==> src/rtl/spike_vote_counter.sv <==
// spike_vote_counter: per-class spike accumulator with a sequential argmax scan.
// Counts output-neuron spikes per class over a frame, then on frame end walks
// the counters one per cycle to find the winning class, its count and a tie flag.
module spike_vote_counter #(
    parameter int NUM_CLASSES = 18,
    parameter int IDX_W       = 5,
    parameter int CNT_W       = 10
) (
    input  logic             clk,
    input  logic             rst,
    input  logic             in_valid,
    input  logic [IDX_W-1:0] in_class,
    input  logic             in_spike,
    input  logic             frame_clear,
    input  logic             frame_end,
    output logic             busy,
    output logic             overrun,
    output logic             result_valid,
    output logic [IDX_W-1:0] result_class,
    output logic [CNT_W-1:0] result_count,
    output logic             result_tie
);

    typedef enum logic [1:0] {
        ACCUM = 2'd0,
        SCAN  = 2'd1,
        DONE  = 2'd2
    } state_t;

    localparam logic [IDX_W-1:0] LAST_IDX = IDX_W'(NUM_CLASSES - 1);
    localparam logic [CNT_W-1:0] CNT_MAX  = '1;

    state_t           state, state_next;
    logic [CNT_W-1:0] count [NUM_CLASSES];

    logic [IDX_W-1:0] scan_idx;
    logic [CNT_W-1:0] scan_val;
    logic [CNT_W-1:0] best_cnt, best_cnt_next;
    logic [IDX_W-1:0] best_idx, best_idx_next;
    logic             best_tie, best_tie_next;
    logic             accum_hit;
    logic             scan_last;

    // A sample only counts when it carries a spike for an existing class.
    assign accum_hit = in_valid && in_spike && (int'(in_class) < NUM_CLASSES);
    assign scan_last = (scan_idx == LAST_IDX);

    // State register.
    always_ff @(posedge clk) begin
        // NOTE: sequential state always uses non-blocking assignment so every
        // register samples the pre-edge values regardless of statement order.
        if (rst) begin
            state <= ACCUM;
        end else begin
            state <= state_next;
        end
    end

    // Next-state decode and status outputs.
    always_comb begin
        // NOTE: every output of this block gets a default first, so no path can
        // leave a value unassigned and infer a latch.
        state_next   = state;
        busy         = 1'b0;
        result_valid = 1'b0;
        unique case (state)
            ACCUM: begin
                if (frame_end) begin
                    state_next = SCAN;
                end
            end
            SCAN: begin
                busy = 1'b1;
                if (scan_last) begin
                    state_next = DONE;
                end
            end
            DONE: begin
                result_valid = 1'b1;
                state_next   = ACCUM;
            end
            default: state_next = ACCUM;
        endcase
    end

    // Spike counters: clear, saturating increment, frozen outside ACCUM.
    always_ff @(posedge clk) begin
        // NOTE: the counter array is reset explicitly because a reset must leave
        // every class at zero; it is a register file, not a RAM macro.
        if (rst) begin
            for (int i = 0; i < NUM_CLASSES; i++) begin
                count[i] <= '0;
            end
        end else if (state == ACCUM) begin
            for (int i = 0; i < NUM_CLASSES; i++) begin
                if (frame_clear) begin
                    count[i] <= '0;
                end
                // A spike arriving with a clear becomes the first of the new frame.
                if (accum_hit && (in_class == IDX_W'(i))) begin
                    if (frame_clear) begin
                        count[i] <= CNT_W'(1);
                    end else if (count[i] != CNT_MAX) begin
                        count[i] <= count[i] + CNT_W'(1);
                    end
                end
            end
        end
    end

    // Select the counter addressed by the scan index.
    always_comb begin
        scan_val = '0;
        for (int i = 0; i < NUM_CLASSES; i++) begin
            if (scan_idx == IDX_W'(i)) begin
                scan_val = count[i];
            end
        end
    end

    // Running argmax: strict greater replaces, equal keeps the lower index and flags a tie.
    always_comb begin
        best_cnt_next = best_cnt;
        best_idx_next = best_idx;
        best_tie_next = best_tie;
        if (scan_idx == '0) begin
            best_cnt_next = scan_val;
            best_idx_next = '0;
            best_tie_next = 1'b0;
        end else if (scan_val > best_cnt) begin
            best_cnt_next = scan_val;
            best_idx_next = scan_idx;
            best_tie_next = 1'b0;
        end else if (scan_val == best_cnt) begin
            best_tie_next = 1'b1;
        end
    end

    // Scan datapath, held result registers and the registered overrun pulse.
    always_ff @(posedge clk) begin
        if (rst) begin
            scan_idx     <= '0;
            best_cnt     <= '0;
            best_idx     <= '0;
            best_tie     <= 1'b0;
            result_class <= '0;
            result_count <= '0;
            result_tie   <= 1'b0;
            overrun      <= 1'b0;
        end else begin
            overrun <= (state != ACCUM) && in_valid && in_spike;
            if (state == ACCUM) begin
                scan_idx <= '0;
            end else if (state == SCAN) begin
                scan_idx <= scan_idx + IDX_W'(1);
                best_cnt <= best_cnt_next;
                best_idx <= best_idx_next;
                best_tie <= best_tie_next;
                // Load the result on the last scan cycle so it is valid in DONE.
                if (scan_last) begin
                    result_class <= best_idx_next;
                    result_count <= best_cnt_next;
                    result_tie   <= best_tie_next;
                end
            end
        end
    end

endmodule

==> config.mk <==
export PLATFORM = sky130hd
export DESIGN_NAME = spike_vote_counter
export DESIGN_NICKNAME = d
export VERILOG_FILES = /design/src/rtl/spike_vote_counter.sv
export SDC_FILE = /design/constraint.sdc
export NUM_CORES = 1
export LEC_CHECK = 0
export ABC_AREA = 1
export BUFFER_PORTS_ARGS = -buffer_cell sky130_fd_sc_hd__buf_2
export CAP_MARGIN = 20
export CORE_ASPECT_RATIO = 1.4
export CORE_MARGIN = 3
export CORE_UTILIZATION = 57
export CTS_BUF_LIST = sky130_fd_sc_hd__clkbuf_8
export DETAILED_ROUTE_END_ITERATION = 7
export PLACE_DENSITY_LB_ADDON = 0.2
export SLEW_MARGIN = 10
export SYNTH_ARGS = -nofsm -noshare
export SYNTH_HDL_FRONTEND = slang
export SYNTH_SLANG_ARGS = --single-unit
==> constraint.sdc <==
create_clock -name clk -period 7.3 [get_ports clk]
set_input_delay 1.46 -clock clk [delete_from_list [all_inputs] [get_ports clk]]
set_output_delay 1.46 -clock clk [all_outputs]
set_load 0.01 [all_outputs]
Word level (Yosys, flattened, before mapping)
Memory sizes are Yosys's and may differ from the RTL's. Cells that the tools add are included.

Bits of input ports: 11. Register bits after elaboration: 40. Word-level logic and storage cells: 443. Bits in writable memories: 180. Output and inout bits: 19. Memories: 1.

Eq/ne operators: 57. Muxes and demuxes: 270. Add/subtract/negate cells: 19. Order comparisons: 2. Reduce and logical (&&, ||, !) cells: 30. Bitwise operators: 55.

Memory list: count (depth 18, bits a word 10, read ports 18, clocked after memory_dff 0, wr ports 18, line 34) `logic [CNT_W-1:0] count [NUM_CLASSES];`.

Operator list (number): $mux 10 (74); $mux 1 (191); $add 10x1->10 const B (18); $ne 10x10->1 const B (18); $eq 5x4->1 const B (16); $or 1x1->1 (54); $eq 5x3->1 const B (8); $logic_and 1x1->1 (22); $eq 5x2->1 const B (4); $eq 5x5->1 const B (4); $eq 10x10->1 (1); $eq 5x1->1 const B (2); $gt 10x10->1 (1); $logic_not 5->1 (2); $mux 5 (2); $add 5x1->5 const B (1); $lt 5x5->1 const B (1); $mux 2 (2); $ne 2x2->1 const B (2); $pmux 2 s2 (1); $reduce_and 2->1 (2); $reduce_and 3->1 (1); $eq 2x1->1 const B (1); $eq 2x2->1 const B (1); 4 further kinds (4).

Logic depth before layout (Yosys ltp)
Gate-level depths: netlist of the first run.

Depth after elaboration: 23. Depth in mapped cells: 40. Depth with buffers taken out: 40.

Worst setup path after synthesis of the first run
No wires, ideal clock.

Path type: register to register. Start point: register scan_idx[0]. End point: register best_cnt[1]. Required time: 7168 ps. Stages on the path, launching flop included: 36. Path buffers: 2. Setup time: 132 ps. Clock period less this slack: 3781 ps. Setup slack: 3519 ps. Data arrival time: 3649 ps. Cell sequence: dfxtp_1 inv_1 ha_1 inv_1 nor2_1 inv_1 nor2_4 inv_2 buf_2 o21ai_0 inv_1 nand2_1 nand3_1 nand2_1 nand2_1 nand2_1 nand4_1 nand3_1 nand2_1 nand2_1 nand2_1 nand2_1 inv_1 ha_1 nand2_1 inv_1 nand3_1 nor3_1 nand3_1 nand2_1 clkinv_1 nor2_1 clkbuf_1 nand2_1 nand2_1 a21oi_1.

Longest elaborated chain between the ends: 22. Elaborated cells between the ends (all ways): 39. Classes of those cells: order compare: 1; eq/ne: 17; mux: 20; reduce/logical: 1.

RTL lines: start: declaration (line 36) `logic [IDX_W-1:0] scan_idx;`; start signal: assignment (line 155) `scan_idx <= scan_idx + IDX_W'(1);`; $logic_not 5->1 (line 115, 126); $mux 10 (18 in a row) (line 115) `if (scan_idx == IDX_W'(i)) begin`; $gt 10x10->1 (line 130) `end else if (scan_val > best_cnt) begin`; $mux 10 (line 130); $mux 10 (*) (line 126) `if (scan_idx == '0) begin`; end signal: assignment (line 156) `best_cnt <= best_cnt_next;`; end: declaration (line 38) `logic [CNT_W-1:0] best_cnt, best_cnt_next;`.

Every way passes the cells marked *; elsewhere a longest branch is shown, timed or not. A chain may end at the register's enable or synchronous reset.

Final worst setup path of the first run
Start point: register scan_idx[1]. End point: register result_count[3].

Longest elaborated chain between the ends: 22. Elaborated cells between the ends (all ways): 40. Classes of those cells: order compare: 1; eq/ne: 17; mux: 20; reduce/logical: 2.

RTL lines: $logic_not 5->1 (line 115, 126); $mux 10 (18 in a row) (line 115); $gt 10x10->1 (line 130); $mux 10 (line 130); $mux 10 (line 126); end signal: assignment (line 162) `result_count <= best_cnt_next;`; end: declaration (line 20) `output logic [CNT_W-1:0] result_count,`.

Parallel ways exist; a longest one is shown, timed or not.

==> results of run 1 <==
## synthesized netlist by cell type (16+ instances only)
cell / number
nor2_1: 223
o21ai_1: 18
edfxtp_1: 180
nand2_1: 404
inv_1: 257
nor3b_1: 29
or2_2: 17
nand3_1: 124
nor3_1: 52
o22ai_1: 16
xor2_1: 57
dfxtp_1: 40
clkbuf_1: 19
ha_1: 33
a21oi_1: 72
o21ai_0: 91
## per-stage QoR
step	cells	setup slack [ps]	power, mW
after floorplan	1720	3520	1.72
after global placement	2025	2080	1.82
after detailed placement	2025	1880	1.83
after CTS	2090	1880	2.91
after global routing	2091	1200	3.01
final	2091	1730	2.89
## power by group
part	switching [mW]	total, mW	internal [mW]
sequential	0.0635	1.49	1.43
combinational	0.219	0.314	0.0944
clock	0.502	1.08	0.579
total	0.785	2.89	2.10
## placed cells by master (no fill, tap or decap), types with 2 or more instances in the layout
master and instances:
a211oi_1 2, a21oi_1 71, a31oi_1 3, buf_2 29
buf_4 4, clkbuf_8 44, clkinv_1 11, dfxtp_1 40
edfxtp_1 180, ha_1 33, inv_1 271, inv_2 9
nand2_1 404, nand2_2 3, nand3_1 124, nand4_1 15
nor2_1 222, nor2_2 5, nor2_4 3, nor3_1 52
nor3b_1 29, o211ai_1 8, o21ai_0 91, o21ai_1 18
o21bai_1 6, o22ai_1 16, or2_2 17, xnor2_1 11
xor2_1 57
## final timing paths
| path | startpoint | endpoint | slack [ps] | cells past startpoint |
|---|---|---|---|---|
| worst min register to register | result_class[1] | result_class[1] | 490 | 2 |
| worst max register to register | scan_idx[1] | result_count[3] | 1730 | 32 |
| worst max-delay path | scan_idx[1] | result_count[3] | 1730 | 32 |
| worst min-delay path | result_class[1] | result_class[1] | 490 | 2 |
## kinds of logic (layout without fill, tap and decap cells)
| group | after synthesis | count (layout) | synth area share, % |
|---|---|---|---|
| AND/OR/NAND/NOR | 878 | 878 | 28.3 |
| buffers and inverters | 301 | 370 | 8.62 |
| AO/OA/AOI/OAI | 220 | 220 | 8.88 |
| flip-flops | 220 | 220 | 46.7 |
| XOR/XNOR | 68 | 68 | 4.48 |
| adder cells (fa/ha/maj) | 33 | 33 | 3.10 |
| other | 0 | 1 | 0 |
## registers in the layout (all words and copies together) (netlist names), 2 cells and up
name / count
scan_idx: 5
best_cnt: 10
count: 180
state: 2
result_count: 10
result_class: 5
best_idx: 5
## per-layer routing
layer  up-vias  wire, µm
li1       5712         -
met1      5282     12800
met2       325     16800
met3       107      1650
met4         2      1510
met5         -        18
## worst register-to-register path, delay by kind of cell (launching register included)
family                   cells  cell delay [ps]
buffers and inverters        5              970
AO/OA/AOI/OAI                2              300
AND/OR/NAND/NOR             23             3440
adder cells (fa/ha/maj)      2              480
flip-flops                   1              330
## area by class of cell
cell class / count / area share [%]
flip-flops and latches: 220 / 42.9
multi-input cells: 1199 / 41.2
clock inverters: 21 / 0.753
diodes: 1 / 0.0173
inverters: 272 / 7.06
clock buffers: 44 / 4.19
well taps: 301 / 2.61
repair buffers: 33 / 1.21
==> flow_summary.ini, run 1 <==
[run_status]
status = finished clean

[clock_tree]
tritoncts = done
clk_pin_slew_worst_paths_ps = 60
htreeDepth = 2
cts_hold_buf = 0
worstSkewPairLatency_ps = 540
cts_buffer_depth = 3
root_buffer = clkbuf_8
cts-resized-gates = 0
clock_sinks = 220
cts_buffers = 37
cts_setup_buffers = 0

[die]
start_util_pct = 58.4
ios = 30
die_x_um = 135
die-height_um = 187
rows = 65
core_region_area_mm2 = 0.0228
die_area_mm2 = 0.0252

[synth]
synth_fp_nets = 1764
synth-edff-count = 180
ys_seq_elements = 220
synth.area.top_cells = edfxtp_1, nand2_1, inv_1, nor2_1, dfxtp_1
synth_ff_type = edfxtp_1
yosysUniqueCellTypes = 37
ys_warn_count = 0
postSynthAreaPerCell_um2 = 7.73
yosys.area.top_type = edfxtp_1
synthArstFlopShare_pct = 0
synth_top_area_share_pct = 40.6
synth_area_mm2 = 0.0133
synthCells = 1720
yosysSeqAreaShare_pct = 46.7

[final_layout]
drive_gt1_share_pct = 6.60
regArea_mm2 = 0.00621
multi_input_area_mm2 = 0.00596
fill_cells = 2026
final_cell_area_mm2 = 0.0145
syn2layout_area_growth_pct = 8.63
fin_util_pct = 63.5
fin_nets = 1807

[sta]
timing.hold.ws_ps = 493
setup_tns_ps = 0
grt_setup_unrepaired = no
fin_crit_sh_pct = 76.3
hold_violations = 0
relSlewSlack_pct = 32.8
max_freq_mhz = 180
worstMarginPinSlew_ps = 1010
setup_viol = 0
min_period_ps = 5570
finalMaxSlewViolations = 0
finalClockSkew_ps = 23.7

[setup_path]
cp_top_family = simple AND/OR/NAND/NOR gates
endpoint_kind = flop
critPathSlowestCell = nor2_1
crit_path_start_kind = flop
worstPathRequired_ps = 7770
path_class = reg -> reg
crit_fanout = 14
crit_buf_inv = 5
max_stage_delay_ps = 650
cp.arrival_ps = 6040

[hold_path]
hold_class = reg -> reg

[global_route]
grt_pass1_wl_um = 53200
grtUsageMet3_pct = 4.48
track_usage_pct = 25.9
grt_pass1_vias = 11069
grt_max_degree = 37
grt_overflow_total = 0
use_met2_pct = 46.4
grt_use_met1_pct = 29.8
antenna_found_initial = 2
grt-busiest-layer = met2

[routing]
ant_nets = 0
drc = 0
drt_first_pass_iters = 8
wirelength_um = 32800
drt_iter0_markers = 813
wl_per_cell_um = 15.7
vias = 11428
viasPerCell = 5.47

[placement]
portBuffers = 29
gp_congestion = 0.952
placed_area_mm2 = 0.0137
dp_hpwl_um = 24400

[pwr]
ir_worst_vdd_mv = 0.143
power_density_mw_per_mm2 = 200
power.leakage_nw = 5.92

[run]
maxCapViolCount = 0
(Power assumes the default switching activity.)
==> run 2: changes to the inputs <==
==> constraint.sdc (replaced) <==
create_clock -name clk -period 5.3 [get_ports clk]
set_input_delay 1.06 -clock clk [delete_from_list [all_inputs] [get_ports clk]]
set_output_delay 1.06 -clock clk [all_outputs]
set_load 0.01 [all_outputs]
==> flow_summary.ini, run 2 (same netlist as run 1, synthesis figures left out) <==
[global_route]
grt_pass1_vias = 11184
grt_overflow_total = 0
grt_max_degree = 35
antenna_found_initial = 1
grt_pass1_wl_um = 53400
track_usage_pct = 25.8

[hold_path]
hold_end = result_class[2]
hold_class = reg -> reg
whs_path_depth = 2
hp-start = result_class[2]

[clock_tree]
clk_pin_slew_worst_paths_ps = 60
tritoncts = done
cts_buffer_depth = 3
worstSkewPairLatency_ps = 530
root_buffer = clkbuf_8
cts_buffers = 36
htreeDepth = 2
clock_sinks = 220
cts_setup_buffers = 0

[sta]
finalMaxSlewViolations = 0
relSlewSlack_pct = 39.1
worstMarginPinSlew_ps = 912
max_freq_mhz = 216
setup_tns_ps = 0
setup_ws_ps = 674
hold_violations = 0
min_period_ps = 4630
finalClockSkew_ps = 22.8
fin_crit_sh_pct = 87.3
grt_setup_unrepaired = no
setup_viol = 0

[final_layout]
drive_gt1_share_pct = 6.66
final_cell_area_mm2 = 0.0144
reg_top3 = count (180), best_cnt (10), result_count (10)
final_cell_mix = nand2_1, inv_1, nor2_1
final_common_cell = nand2_1
largest_register_ff_count = 180
largest-register = count
syn2layout_area_growth_pct = 8.16
fin_nets = 1807

[routing]
viasPerCell = 5.45
drt_iter0_markers = 833
drc = 0
ant_nets = 0
vias = 11387
drt_first_pass_iters = 5
wl_per_cell_um = 15.5
wirelength_um = 32500

[die]
rows = 65
die_area_mm2 = 0.0252
die_x_um = 135
start_util_pct = 58.4
core_region_area_mm2 = 0.0228
die-height_um = 187
ios = 30

[setup_path]
cp-startpoint = scan_idx[1]
cp_top_family = simple AND/OR/NAND/NOR gates
reg2reg_depth = 37
path_common_cell = nand2_1
crit_fanout = 12
r2r-start = scan_idx[1]
path_class = reg -> reg
crit_buf_inv = 6
critPathSlowestCell = dfxtp_1
cp.arrival_ps = 5060
r2r_end = best_idx[2]
crit_path_start_kind = flop
critical_path_depth = 37
r2r_slack_ps = 670
worstPathRequired_ps = 5740
max_stage_delay_ps = 350
endpoint_kind = flop

[placement]
portBuffers = 29
place_ws_ps = 582
gp_congestion = 0.930
dp_hpwl_um = 24100
placed_area_mm2 = 0.0137

[run]
maxCapViolCount = 0

[pwr]
power_density_mw_per_mm2 = 267
power.leakage_nw = 5.91
ir_worst_vdd_mv = 0.236

[run_status]
status = finished clean
## run 2: cell count changes in the layout (fill, tap and decap cells not counted)
cell / change
inv_2: +1
clkinv_2: +4
nand2_2: +2
bufinv_16: -1
buf_4: +1
clkbuf_8: -5
nand2_1: -2
a21oi_4: +1
clkinvlp_4: -1
inv_1: +2
a21oi_2: -1
clkinv_1: -2
## run 2: area by class of cell
| cell class | count | area (µm²) |
|---|---|---|
| antenna | 1 | 2.50 |
| clock buffer | 39 | 537 |
| clock inverter | 24 | 95.1 |
| fill | 2100 | 8380 |
| inverter | 272 | 1020 |
| multi-input combinational | 1199 | 5970 |
| sequential | 220 | 6210 |
| tap | 301 | 377 |
| timing repair buffer | 34 | 183 |
## run 2: stage by stage
stage	hold WS, ps	total power [mW]	instances	utilization [%]
3_3_place_gp	473	2.51	2026	60.4
3_5_place_dp	480	2.52	2026	60.4
2_1_floorplan	501	2.37	1720	-
6_report	489	3.84	2090	63.2
5_1_grt	525	4.01	2089	63.2
4_1_cts	494	3.86	2089	63.2
## run 2: worst min-delay path, stage by stage (launching register included)
cell and delay (ps):
dfxtp_1 320, nand3_1 70, o21ai_0 60
## run 2: per-layer routing
layer	global-route usage, %	vias up	share of wire (%)
met3	3.37	104	5.0
met4	10.7	2	4.5
li1	-	5716	-
met2	45.9	330	50
met1	31.2	5235	40
met5	0	-	0.040
## run 2: what timing repair did
action	CTS	global route
hold buffers	0	0
gates resized for setup	0	3
setup endpoints to repair	0	20
## run 2: power by group
part           internal (mW)  switching, mW  total, mW  leakage (nW)
Clock                  0.675          0.681       1.36         0.388
Combinational          0.132          0.301      0.433          3.23
Sequential              1.97         0.0877       2.06          2.29
## run 2: worst max path at each step
| stage | to | slack (ps) |
|---|---|---|
| global route | result_count[8] | 160 |
| floorplan | best_cnt[1] | 1520 |
| finish | best_idx[2] | 670 |
| global placement | best_cnt[0] | 640 |
| CTS | result_count[7] | 560 |
| detailed placement | best_cnt[0] | 580 |
==> run 3: changes to the inputs <==
--- a/config.mk
+++ b/config.mk
@@ -8,9 +8,11 @@
 export ABC_AREA = 1
 export BUFFER_PORTS_ARGS = -buffer_cell sky130_fd_sc_hd__buf_2
 export CAP_MARGIN = 20
+export CELL_PAD_IN_SITES_DETAIL_PLACEMENT = 1
+export CELL_PAD_IN_SITES_GLOBAL_PLACEMENT = 1
 export CORE_ASPECT_RATIO = 1.4
-export CORE_MARGIN = 3
-export CORE_UTILIZATION = 57
+export CORE_MARGIN = 5
+export CORE_UTILIZATION = 49
 export CTS_BUF_LIST = sky130_fd_sc_hd__clkbuf_8
 export DETAILED_ROUTE_END_ITERATION = 7
 export PLACE_DENSITY_LB_ADDON = 0.2
==> flow_summary.ini, run 3 (same netlist as run 1, synthesis figures left out) <==
[sta]
min_period_ps = 4820
worstMarginPinSlew_ps = 911
max_freq_mhz = 208
setup_tns_ps = 0
setup_viol = 0
timing.hold.ws_ps = 489
hold_violations = 0
relSlewSlack_pct = 39.2
finalMaxSlewViolations = 0
finalClockSkew_ps = 17.6
fin_crit_sh_pct = 90.9
grt_setup_unrepaired = no

[global_route]
track_usage_pct = 24.9
grt_max_degree = 33
grt_pass1_vias = 12352
grt_overflow_total = 0
antenna_found_initial = 0
grt_pass1_wl_um = 61100

[pwr]
p_sw_share_pct = 28.0
internal_power_mw = 2.93
ir_worst_vdd_mv = 0.159
seqPwrFrac_pct = 50.5
comb_power_share_pct = 11.2
power.leakage_nw = 5.94
p_total_mw = 4.07
power_density_mw_per_mm2 = 279
pwr-share-clk_pct = 38.3
switching_power_mw = 1.14

[clock_tree]
cts_buffers = 38
clock_sinks = 220
htreeDepth = 2
tritoncts = done
worstSkewPairLatency_ps = 570
clk_pin_slew_worst_paths_ps = 60
root_buffer = clkbuf_8
cts_hold_buf = 0
cts_buffer_depth = 3

[run]
maxCapViolCount = 0

[setup_path]
r2r_end = best_idx[2]
worstPathRequired_ps = 5740
cp.arrival_ps = 5250
endpoint_kind = flop
crit_fanout = 12
path_class = reg -> reg
r2r_slack_ps = 480
r2r-start = scan_idx[0]
reg2reg_depth = 33
crit_path_end = best_idx[2]
path_common_cell = nand2_1
critPathSlowestCell = dfxtp_1
cp-startpoint = scan_idx[0]
crit_path_start_kind = flop
max_stage_delay_ps = 400

[placement]
gp_congestion = 0.909
dp_hpwl_um = 28600
portBuffers = 29
dp_cells = 2092

[die]
core_region_area_mm2 = 0.0268
die_x_um = 149
die_area_mm2 = 0.0306
start_util_pct = 49.6
ios = 30
die-height_um = 205
rows = 71

[final_layout]
drive_gt1_share_pct = 7.37
largest-register = count
final_common_cell = nand2_1
fin_util_pct = 54.4
layout.cells.non_filler = 2157
largest_register_ff_count = 180
fin_nets = 1811
final_cell_mix = nand2_1, inv_1, nor2_1
syn2layout_area_growth_pct = 9.74
reg_top3 = count (180), best_cnt (10), result_count (10)
antenna_cells = 0

[routing]
wirelength_um = 37700
ant_nets = 0
viasPerCell = 5.39
drt_first_pass_iters = 4
drt_iter0_markers = 519
vias = 11619
drc = 0
wl_per_cell_um = 17.5

[hold_path]
whs_path_depth = 2
hold_class = reg -> reg

[run_status]
status = finished clean
## run 3: through the flow
stage               instance area [µm²]  worst slack (ps)
floorplan                         13300              1520
detailed placement                13800               211
finish                            14600               483
global route                      14600              8.79
CTS                               14600               179
global placement                  13800               464
## run 3: power by group through the flow
stage	registers [mW]	clock network, mW	logic (mW)
6_report	2.06	1.56	0.455
3_3_place_gp	2.09	0	0.433
2_1_floorplan	2.06	0	0.313
5_1_grt	2.07	1.67	0.514
4_1_cts	2.06	1.59	0.454
3_5_place_dp	2.09	0	0.449
## run 3: cell type report
class                   instances  area [µm²]
flip-flops and latches        220        6210
multi-input cells            1199        5980
well taps                     365         457
fillers                      3421       12200
repair buffers                 36         198
clock buffers                  46         633
inverters                     272        1020
clock inverters                19         105
## run 3: worst max-delay path: cells and delay by family, from the launching register on
kind,cells,cell delay [ps]
buffers and inverters,5,610
DFF,1,400
adders and majority gates,2,540
AOI/OAI and AO/OA,7,1100
and+or+nand+nor,19,2030
## run 3: repair_timing
action | CTS | global route
setup endpoints to repair | 0 | 25
setup buffers | 0 | 0
gates resized for setup | 0 | 8
## run 3: layer usage
metal,vias to the layer above,wire length (µm),part of all wire [%],GRT usage [%]
met5,-,0,0,0
met4,0,1530,4.0,9.94
met3,92,1350,3.6,3.76
met2,188,20000,53,46.8
met1,5625,14900,39,27.9
li1,5714,-,-,-
## run 3: worst min-delay path by stage
stage                           end             from  slack (ps)
floorplan               scan_idx[0]         state[1]         500
global placement    result_class[0]  result_class[0]         470
detailed placement  result_class[0]  result_class[0]         490
CTS                 result_class[2]  result_class[2]         500
global route        result_class[2]  result_class[2]         560
finish              result_class[2]  result_class[2]         490
